## config.mk

```make
export PLATFORM = sky130hd
export DESIGN_NAME = operand2_imm_encoder
export DESIGN_NICKNAME = d
export VERILOG_FILES = /design/src/rtl/operand2_imm_encoder_pkg.sv /design/src/rtl/operand2_imm_encoder_rot_check.sv /design/src/rtl/operand2_imm_encoder.sv
export SDC_FILE = /design/constraint.sdc
export NUM_CORES = 1
export LEC_CHECK = 0
export ABC_AREA = 1
export CAP_MARGIN = 20
export CORE_AREA = 2 2 72 126
export DETAILED_ROUTE_END_ITERATION = 6
export DIE_AREA = 0 0 74 128
export GPL_ROUTABILITY_DRIVEN = 0
export PLACE_DENSITY = 0.67
export REMOVE_ABC_BUFFERS = 1
export SLEW_MARGIN = 25
export SYNTH_ARGS = -nofsm -noshare
export SYNTH_HDL_FRONTEND = slang
export SYNTH_HIERARCHICAL = 1
export SYNTH_SLANG_ARGS = --single-unit
```

## constraint.sdc

```tcl
create_clock -name clk -period 2.4 [get_ports clk]
set_input_delay 0.48 -clock clk [delete_from_list [all_inputs] [get_ports clk]]
set_output_delay 0.48 -clock clk [all_outputs]
set_load 0.01 [all_outputs]
```

## src/rtl/operand2_imm_encoder_pkg.sv

```systemverilog
// Shared definitions for the operand2 immediate encoder and the operand2 shifter.
// The rotate helper is the single rotate definition used by both encode and decode.
package operand2_imm_encoder_pkg;

    localparam int OP2_IMM_W   = 8;
    localparam int OP2_ROT_W   = 4;
    localparam int OP2_DATA_W  = 32;
    localparam logic [OP2_ROT_W-1:0] OP2_ROT_MAX = '1;

    typedef enum logic [1:0] {
        ST_IDLE   = 2'd0,
        ST_SEARCH = 2'd1,
        ST_DONE   = 2'd2
    } state_e;

    // Lossless 32-bit rotate-left; the upper half of the doubled word holds the result.
    function automatic logic [31:0] rol32(input logic [31:0] v, input logic [4:0] amt);
        logic [63:0] dbl;
        dbl = {v, v} << amt;
        return dbl[63:32];
    endfunction

endpackage

```

## src/rtl/operand2_imm_encoder_rot_check.sv

```systemverilog
// Combinational test of one rotation: does value ROL (2*k) fit in the low 8 bits?
// Also returns those low bits as the candidate imm8.
module operand2_rot_check
    import operand2_imm_encoder_pkg::*;
(
    input  logic [OP2_DATA_W-1:0] value,
    input  logic [OP2_ROT_W-1:0]  k,
    output logic                  hit,
    output logic [OP2_IMM_W-1:0]  imm8
);

    logic [OP2_DATA_W-1:0] cand;

    always_comb begin
        cand = rol32(value, {k, 1'b0});
        hit  = (cand[OP2_DATA_W-1:OP2_IMM_W] == '0);
        imm8 = cand[OP2_IMM_W-1:0];
    end

endmodule

```

## src/rtl/operand2_imm_encoder.sv

```systemverilog
// Iterative operand2 immediate encoder: one rotation per clock, smallest hit wins,
// with valid/ready handshakes on the constant input and the result output.
module operand2_imm_encoder
    import operand2_imm_encoder_pkg::*;
#(
    parameter int IMM_W  = 8,
    parameter int ROT_W  = 4,
    parameter int DATA_W = 32
) (
    input  logic                   clk,
    input  logic                   reset_n,
    input  logic                   in_valid,
    output logic                   in_ready,
    input  logic [DATA_W-1:0]      in_value,
    output logic                   out_valid,
    input  logic                   out_ready,
    output logic                   out_encodable,
    output logic [ROT_W+IMM_W-1:0] out_operand,
    output logic [ROT_W-1:0]       out_rot_tried
);

    state_e                   state_q, state_d;
    logic [ROT_W-1:0]         k_q;
    logic [DATA_W-1:0]        value_q;
    logic                     hit;
    logic [IMM_W-1:0]         imm8;
    logic                     encodable_q;
    logic [ROT_W+IMM_W-1:0]   operand_q;
    logic [ROT_W-1:0]         rot_tried_q;

    operand2_rot_check u_rot_check (
        .value (value_q),
        .k     (k_q),
        .hit   (hit),
        .imm8  (imm8)
    );

    always_ff @(posedge clk or negedge reset_n) begin
        if (!reset_n) begin
            state_q <= ST_IDLE;
        end else begin
            state_q <= state_d;
        end
    end

    always_comb begin
        state_d = state_q;
        case (state_q)
            ST_IDLE:   if (in_valid)                  state_d = ST_SEARCH;
            ST_SEARCH: if (hit || k_q == OP2_ROT_MAX) state_d = ST_DONE;
            ST_DONE:   if (out_ready)                 state_d = ST_IDLE;
            default:                                  state_d = ST_IDLE;
        endcase
    end

    // Search counter, latched constant and result registers; results persist until overwritten.
    always_ff @(posedge clk or negedge reset_n) begin
        if (!reset_n) begin
            k_q         <= '0;
            value_q     <= '0;
            encodable_q <= 1'b0;
            operand_q   <= '0;
            rot_tried_q <= '0;
        end else begin
            case (state_q)
                ST_IDLE: begin
                    if (in_valid) begin
                        value_q <= in_value;
                        k_q     <= '0;
                    end
                end
                ST_SEARCH: begin
                    if (hit) begin
                        operand_q   <= {k_q, imm8};
                        encodable_q <= 1'b1;
                        rot_tried_q <= k_q;
                    end else if (k_q == OP2_ROT_MAX) begin
                        operand_q   <= '0;
                        encodable_q <= 1'b0;
                        rot_tried_q <= k_q;
                    end else begin
                        k_q <= k_q + 1'b1;
                    end
                end
                default: ;
            endcase
        end
    end

    assign in_ready      = (state_q == ST_IDLE);
    assign out_valid     = (state_q == ST_DONE);
    assign out_encodable = encodable_q;
    assign out_operand   = operand_q;
    assign out_rot_tried = rot_tried_q;

endmodule

```

==> run summary, run 1 <==
Yosys cell types - 28
CTS Sinks - 55
Die Wd - 74 um
Metal-1 WL - 3.71 mm
Core Rows - 45
Overall power - 6.19 mW
Clk Latency, worst-skew pair - 0.29 ns
Highest routed layer - met4
Pwr dens - 1350 nW/um^2
FMAX - 463 MHz
Worst Path Required - 2.61 ns
Tmin final - 2.16 ns
Hpwl dp - 7.10 mm
Finished Layout Cells - 740
Worst path cell trace - buf_12 > nand2_1 > nand3_1 > nand2_1 > nand2_2 > nor2_1 > nor2_1 > nor2_1 > nand2_1 > nand2_1 > nand2_1 > nor2_2 > inv_1 > nand3_1 > nand2_2 > o21ai_1
CP max-delay cell - dfrtp_2
Crit share post-route - 0.901
Initial antenna violation count - 0
Leakage - 2.35 nW
Setup CP Type - reg2reg
Post-synth top area share - 0.368
Worst stage delay on the critical path - 0.46 ns
DP Worst Slack - 0.127 ns
Arr. time, crit path - 2.37 ns
ANT nets after route - 0
Nets - 659
Dpl cells - 731
Commonest non-fill, non-tap cell in the layout - nand2_1
Register area - 1380 um^2
Post-Route Skew - 0.00703 ns
Starting Density - 0.440
GRT Total Usage - 0.212
WL per Instance - 12.8 um
Post-Syn Area - 3740 um^2
Worst Setup End Kind - flop
Slew HR - 0.590
CTS Buffer Depth - 2
Die H - 128 um
CTS root buffer - clkbuf_16
CTS tree - done
Final Hold Fails - 0
DRT Wirelength - 9.50 mm
Warnings from Yosys - 6
Starting DRT DRC Count - 293
Buffers on Ports - 54
Vias in the first global route - 3605
Commonest cells after routing, fill and taps aside - nand2_1, nand3_1, clkdlybuf4s50_1, dfrtp_1, nor2_1
Hold Path Class - in2async
Fill cells - 885
Avg Inst Size Synth - 6.42 um^2
# DRC - 0
Top cells by area, synth - dfrtp_1, nand2_1, nand3_1
Post-synth top area cell - dfrtp_1
I/O pins - 55
Core area - 8500 um^2
Worst setup margin - 0.238 ns
TritonCTS Buffers - 5
Max H-tree Level - 2
Hold Buf Count CTS - 0
Area grow syn2layout - 22.7%
DR vias/cell - 5.17
Clock transition at path regs - 0.07 ns
Fin. max-slew vios - 0
Wire length on met3 - 339 um
Peak VDD IR - 0.000547 V
Largest net degree at the start of global routing - 37
Via count - 3827
Seq cells post-synth - 55
Fraction of layout cells with a size suffix above 1 - 0.0835
CP max FO - 36
First-pass GRT wire length - 16.0 mm
Multi-input gate area - 2080 um^2
Overflow after GRT - 0
R2R cell count - 16
Final setup vio count - 0
Startpoint Class - flop
Max-Cap Viols - 0
Met2 WL - 5.08 mm
Full die area - 9470 um^2
Design Area, Final - 4590 um^2
First drt pass iteration count - 7
Number of inserted diodes - 0
CP most frequent cell - nand2_1
Post-layout util - 0.540
Mapped Cells - 583
Outcome - finished clean
DP Area - 4360 um^2
Tightest Pin Transition - 0.615 ns
Seq/Total Area, Yosys - 0.368
## critical path, delay by kind of cell (launching register included)
kind	cells	cell delay, ns
DFF	1	0.46
buffers and inverters	2	0.25
AOI/OAI and AO/OA	1	0.17
and+or+nand+nor	13	1.20
## cells in the mapped netlist, drive strengths merged
master and number:
a31oi 2, nand2 286, inv 18, o21ai 22
a21oi 2, nor2 30, dfrtp 55, and2 3
clkinv 1, ha 1, o31ai 1, nand4 2
nand3 125, buf 30, clkbuf 5
## repair_timing
item                                    4_1_cts  5_1_grt
endpoints found under the setup margin        0       21
resized for setup                             0        8
buffers inserted                              0        0
## final cells by class
cell class              instances  area share
multi-input cells             474       0.453
flip-flops and latches         55       0.300
repair buffers                 67       0.155
well taps                     117      0.0319
clock buffers                   5      0.0272
inverters                      19      0.0177
clock inverters                 3      0.0147
## sequential cells by signal (all words and copies together) (netlist names)
register	cells
state_q	2
out_rot_tried	4
out_encodable	1
out_operand	12
value_q	32
k_q	4
## report_power, final
group          internal, mW  switching [mW]  total, mW
combinational          1.33            2.42       3.74
clock                 0.597           0.320      0.917
sequential             1.24           0.293       1.53
## path summary, 6_finish.rpt
path,from,to,slack (ns)
worst max-delay path,k_q[0]$_DFFE_PN0P_,k_q[1]$_DFFE_PN0P_,0.24
worst min-delay path,reset_n,out_rot_tried[0]$_DFFE_PN0P_,0.19
worst max register to register,k_q[0]$_DFFE_PN0P_,k_q[1]$_DFFE_PN0P_,0.24
worst min register to register,out_operand[5]$_DFFE_PN0P_,out_operand[5]$_DFFE_PN0P_,0.47
max in group asynchronous,reset_n,k_q[1]$_DFFE_PN0P_,1.64
min in group clk,out_operand[5]$_DFFE_PN0P_,out_operand[5]$_DFFE_PN0P_,0.47
## per-layer routing
metal / vias to the layer above / global-route usage
met3: 27 / 0.0299
met4: 0 / 0.106
met2: 104 / 0.373
li1: 1943 / -
met5: - / 0
met1: 1753 / 0.243
## logic make-up after synthesis
kind of cell,synth area share
compound gates,0.0385
fa+ha+maj,0.00334
buf+inv,0.0769
flops,0.368
simple gates,0.513
## through the flow
stage,hold WS (ns),setup TNS [ns]
after CTS,0.210,0
after detailed placement,0.459,0
after floorplan,0.184,-11.77
after global placement,0.455,0
after global routing,0.244,-0.0256
final,0.191,0
(Power assumes the default switching activity.)
==> run 2, diff against run 1 <==
--- a/config.mk
+++ b/config.mk
@@ -8,6 +8,7 @@
 export ABC_AREA = 1
 export CAP_MARGIN = 20
 export CORE_AREA = 2 2 72 126
+export CTS_BUF_LIST = sky130_fd_sc_hd__clkbuf_2 sky130_fd_sc_hd__clkbuf_4 sky130_fd_sc_hd__clkbuf_8
 export DETAILED_ROUTE_END_ITERATION = 6
 export DIE_AREA = 0 0 74 128
 export GPL_ROUTABILITY_DRIVEN = 0
==> run summary, run 2 (synthesized netlist as in run 1, its figures left out) <==
CP max-delay cell - dfrtp_2
Die H - 128 um
Arr. time, crit path - 2.39 ns
Reg power frac - 0.256
Multi-input gate area - 2080 um^2
Core area - 8500 um^2
DR vias/cell - 5.17
Max-Cap Viols - 0
Max H-tree Level - 2
Post-layout util - 0.533
GRT Total Usage - 0.209
Register area - 1380 um^2
Design Area, Final - 4540 um^2
Die Wd - 74 um
Hold Path Class - in2async
Commonest cells after routing, fill and taps aside - nand2_1, nand3_1, clkdlybuf4s50_1, dfrtp_1, nor2_1
Largest Register - value_q
Peak VDD IR - 0.000616 V
ANT nets after route - 0
Pwr dens - 1320 nW/um^2
Overflow after GRT - 0
Number of inserted diodes - 0
Full die area - 9470 um^2
Post-Route Skew - 0.0114 ns
Hpwl dp - 7.10 mm
Final setup vio count - 0
Vias in the first global route - 3600
Core Rows - 45
Final Hold Fails - 0
Worst path bufs/invs - 3
Largest net degree at the start of global routing - 37
I/O pins - 55
Via count - 3823
Clock transition at path regs - 0.10 ns
Fill cells - 894
# DRC - 0
Area grow syn2layout - 21.2%
Startpoint Class - flop
FMAX - 459 MHz
Top delay family on crit path - simple AND/OR/NAND/NOR gates
Worst path cell trace - buf_12 > nand2_1 > nand3_1 > nand2_1 > nand2_1 > nand2_1 > nand2_1 > nor2_1 > nand3_1 > nand2_1 > nand2_1 > nor2_2 > inv_1 > nand2_1 > nand2_2 > buf_12 > nand2_1 > o21ai_0
WL per Instance - 12.7 um
CP max FO - 36
P_int - 2.98 mW
Net Sw Frac - 0.502
Tightest Pin Transition - 0.616 ns
DRT Wirelength - 9.40 mm
Buffers on Ports - 54
Combinational Power Share - 0.624
Crit share post-route - 0.908
Net Sw Power - 3.01 mW
CTS Buffer Depth - 2
Smallest hold slack - 0.159 ns
Largest register FFs - 32
Worst Path Required - 2.61 ns
Nets - 659
Commonest non-fill, non-tap cell in the layout - nand2_1
Clk pwr share - 0.120
Slew HR - 0.589
DP Area - 4360 um^2
Tmin final - 2.18 ns
TritonCTS Buffers - 5
Worst Setup End Kind - flop
First-pass GRT wire length - 15.8 mm
Starting DRT DRC Count - 241
Worst stage delay on the critical path - 0.47 ns
Setup CP Type - reg2reg
Initial antenna violation count - 0
Fraction of layout cells with a size suffix above 1 - 0.0835
Clk Latency, worst-skew pair - 0.32 ns
Outcome - finished clean
CTS tree - done
CTS Sinks - 55
First drt pass iteration count - 5
Leakage - 2.32 nW
Overall power - 5.99 mW
Fin. max-slew vios - 0
CP most frequent cell - nand2_1
Starting Density - 0.440
CTS root buffer - clkbuf_8
-- run 2: layout make-up --
class,instances,area share
inverter,19,0.0179
multi-input combinational,474,0.458
clock buffer,5,0.0152
sequential,55,0.304
clock inverter,3,0.0149
tap,117,0.0323
timing repair buffer,67,0.157
-- run 2: layer usage --
metal  wire, um  vias to the layer above  GRT usage
met2       5000                       98      0.366
met1       3750                     1752      0.244
met3        313                       27     0.0283
met5          0                        -          0
li1           -                     1946          -
met4        342                        0     0.0995
-- run 2: worst paths after layout --
kind	startpoint	to	slack, ns	cells after the start
max	k_q[0]$_DFFE_PN0P_	out_operand[11]$_DFFE_PN0P_	0.22	18
min	reset_n	out_rot_tried[0]$_DFFE_PN0P_	0.16	1
max reg2reg	k_q[0]$_DFFE_PN0P_	out_operand[11]$_DFFE_PN0P_	0.22	18
min reg2reg	out_operand[4]$_DFFE_PN0P_	out_operand[4]$_DFFE_PN0P_	0.48	2
max in group asynchronous	reset_n	k_q[1]$_DFFE_PN0P_	1.67	2
min in group clk	out_operand[4]$_DFFE_PN0P_	out_operand[4]$_DFFE_PN0P_	0.48	2
-- run 2: stage by stage --
step	instances	worst slack [ns]	TNS, ns
floorplan	548	-0.554	-11.77
global placement	731	0.213	0
detailed placement	731	0.127	0
CTS	739	0.128	0
global route	740	-0.0237	-0.0359
finish	740	0.222	0
-- run 2: timing repair --
item	in CTS	in global routing
buffers inserted	0	0
hold buffers	0	0
gates resized for setup	0	8
endpoints found under the setup margin	0	22
-- run 2: power by group through the flow --
stage / Sequential [mW] / Clock, mW / Combinational [mW]
6_report: 1.53 / 0.718 / 3.74
5_1_grt: 1.57 / 0.766 / 4.24
4_1_cts: 1.52 / 0.738 / 3.63
3_5_place_dp: 1.53 / 0 / 3.63
3_3_place_gp: 1.53 / 0 / 3.56
2_1_floorplan: 1.63 / 0 / 2.40
==> run 3, diff against run 2 <==
--- a/config.mk
+++ b/config.mk
@@ -7,10 +7,10 @@
 export LEC_CHECK = 0
 export ABC_AREA = 1
 export CAP_MARGIN = 20
-export CORE_AREA = 2 2 72 126
+export CORE_AREA = 10 10 80 134
 export CTS_BUF_LIST = sky130_fd_sc_hd__clkbuf_2 sky130_fd_sc_hd__clkbuf_4 sky130_fd_sc_hd__clkbuf_8
 export DETAILED_ROUTE_END_ITERATION = 6
-export DIE_AREA = 0 0 74 128
+export DIE_AREA = 0 0 90 144
 export GPL_ROUTABILITY_DRIVEN = 0
 export PLACE_DENSITY = 0.67
 export REMOVE_ABC_BUFFERS = 1
==> run summary, run 3 (synthesized netlist as in run 1, its figures left out) <==
TritonCTS Buffers - 5
ANT nets after route - 0
Net Sw Frac - 0.505
Arr. time, crit path - 2.41 ns
Max H-tree Level - 2
Tmin final - 2.20 ns
DRT Wirelength - 9.70 mm
FMAX - 454 MHz
Worst path bufs/invs - 3
Leakage - 2.31 nW
Net Sw Power - 3.03 mW
Worst stage delay on the critical path - 0.46 ns
Slew HR - 0.607
RR Startpoint - k_q[0]$_DFFE_PN0P_
Core Rows - 45
Peak VDD IR - 0.000520 V
Starting DRT DRC Count - 325
Startpoint Class - flop
Overall power - 6.00 mW
Buffers on Ports - 54
Vias in the first global route - 3722
Top delay family on crit path - simple AND/OR/NAND/NOR gates
Largest register FFs - 32
Starting Density - 0.440
Worst path cell trace - buf_12 > nand2_1 > nand3_1 > nand2_1 > nand2_1 > nand2_1 > nand2_1 > nor2_1 > nand2_1 > nand2_1 > nand2_1 > nor2_2 > inv_1 > nand2_1 > nand2_2 > buf_12 > nand2_1 > o21ai_0
Clk Latency, worst-skew pair - 0.32 ns
Area grow syn2layout - 21.2%
Fin. max-slew vios - 0
Via count - 3814
Clock transition at path regs - 0.10 ns
Number of inserted diodes - 0
Pwr dens - 1320 nW/um^2
Die H - 144 um
GRT Total Usage - 0.152
Final setup vio count - 0
CTS Sinks - 55
CTS tree - done
WL per Instance - 13.1 um
Combinational Power Share - 0.624
RR Endpoint - out_operand[11]$_DFFE_PN0P_
Smallest hold slack - 0.151 ns
CP max FO - 36
Final Hold Fails - 0
Hold Buf Count CTS - 0
Die Wd - 90 um
Setup CP Type - reg2reg
Worst setup margin - 0.195 ns
Clk pwr share - 0.122
Hpwl dp - 7.50 mm
Worst Path Required - 2.60 ns
Max-Cap Viols - 0
Commonest non-fill, non-tap cell in the layout - nand2_1
Fraction of layout cells with a size suffix above 1 - 0.0918
Worst Setup End Kind - flop
Core area - 8500 um^2
Largest net degree at the start of global routing - 37
Post-Route Skew - 0.00658 ns
DP Worst Slack - 0.160 ns
R2R cell count - 18
Largest Register - value_q
DR vias/cell - 5.17
CP most frequent cell - nand2_1
# DRC - 0
Reg power frac - 0.254
Hold Path Class - in2async
Initial antenna violation count - 0
Setup TNS - 0 ns
CP max-delay cell - dfrtp_2
Nets - 657
Tightest Pin Transition - 0.590 ns
Outcome - finished clean
P_int - 2.97 mW
I/O pins - 55
First-pass GRT wire length - 16.6 mm
CTS root buffer - clkbuf_8
CTS Buffer Depth - 2
Setup Fix Bufs, Post-CTS - 0
Crit share post-route - 0.919
RSZ-0062 raised after global routing - true
Full die area - 13000 um^2
Reg-to-reg slack, setup - 0.20 ns
Overflow after GRT - 0
First drt pass iteration count - 6
Commonest cells after routing, fill and taps aside - nand2_1, nand3_1, dfrtp_1
run 3: cell count changes in the layout (fill, tap and decap cells not counted), sizes merged:
cell / delta
buf: -1
clkbuf: -1
clkinv: +1
inv: -1
run 3: worst reg2reg max path, cell delays in order, from the launching register on:
cell and delay, ns:
dfrtp_2 0.46, buf_12 0.19, nand2_1 0.10, nand3_1 0.11, nand2_1 0.13, nand2_1 0.06
nand2_1 0.12, nand2_1 0.07, nor2_1 0.11, nand2_1 0.06, nand2_1 0.06, nand2_1 0.06
nor2_2 0.09, inv_1 0.06, nand2_1 0.07, nand2_2 0.06, buf_12 0.17, nand2_1 0.05
o21ai_0 0.07
run 3: final cells by class:
class                      count  area [um^2]
fill                         890         3970
timing repair buffer          65          693
multi-input combinational    474         2100
sequential                    55         1380
clock buffer                   5         68.8
tap                          117          146
inverter                      19         77.6
clock inverter                 3         67.6
run 3: power by group through the flow:
stage | logic [mW] | clock network [mW] | registers (mW)
floorplan | 2.40 | 0 | 1.63
global placement | 3.56 | 0 | 1.54
detailed placement | 3.63 | 0 | 1.53
CTS | 3.65 | 0.755 | 1.52
global route | 4.26 | 0.779 | 1.57
finish | 3.74 | 0.730 | 1.53
run 3: worst max-delay path by stage:
| stage | start | endpoint | slack [ns] | cells after the start |
|---|---|---|---|---|
| after floorplan | k_q[1]$_DFFE_PN0P_ | out_operand[11]$_DFFE_PN0P_ | -0.55 | 15 |
| after global placement | k_q[0]$_DFFE_PN0P_ | k_q[0]$_DFFE_PN0P_ | 0.24 | 14 |
| after detailed placement | k_q[0]$_DFFE_PN0P_ | k_q[0]$_DFFE_PN0P_ | 0.16 | 14 |
| after CTS | k_q[0]$_DFFE_PN0P_ | k_q[0]$_DFFE_PN0P_ | 0.13 | 14 |
| after global routing | k_q[0]$_DFFE_PN0P_ | out_operand[11]$_DFFE_PN0P_ | -0.04 | 18 |
| final | k_q[0]$_DFFE_PN0P_ | out_operand[11]$_DFFE_PN0P_ | 0.20 | 18 |
run 3: routing by layer:
| layer | global-route usage | share of wire | routed length, um | vias to the layer above |
|---|---|---|---|---|
| li1 | - | - | - | 1938 |
| met1 | 0.159 | 0.40 | 3860 | 1736 |
| met2 | 0.284 | 0.53 | 5110 | 117 |
| met3 | 0.0254 | 0.042 | 410 | 23 |
| met4 | 0.0774 | 0.032 | 315 | 0 |
| met5 | 0 | 0 | 0 | - |
run 3: repair_timing:
item                                   in CTS  in global routing
endpoints found under the hold margin       0                  0
gates resized for setup                     0                 13
setup endpoints to repair                   0                 23
run 3: stage by stage:
step | std cells | instance area [um^2] | utilization
floorplan | 548 | 3530 | -
global placement | 730 | 4370 | 0.514
detailed placement | 730 | 4370 | 0.514
CTS | 738 | 4500 | 0.530
global route | 738 | 4540 | 0.533
finish | 738 | 4540 | 0.533
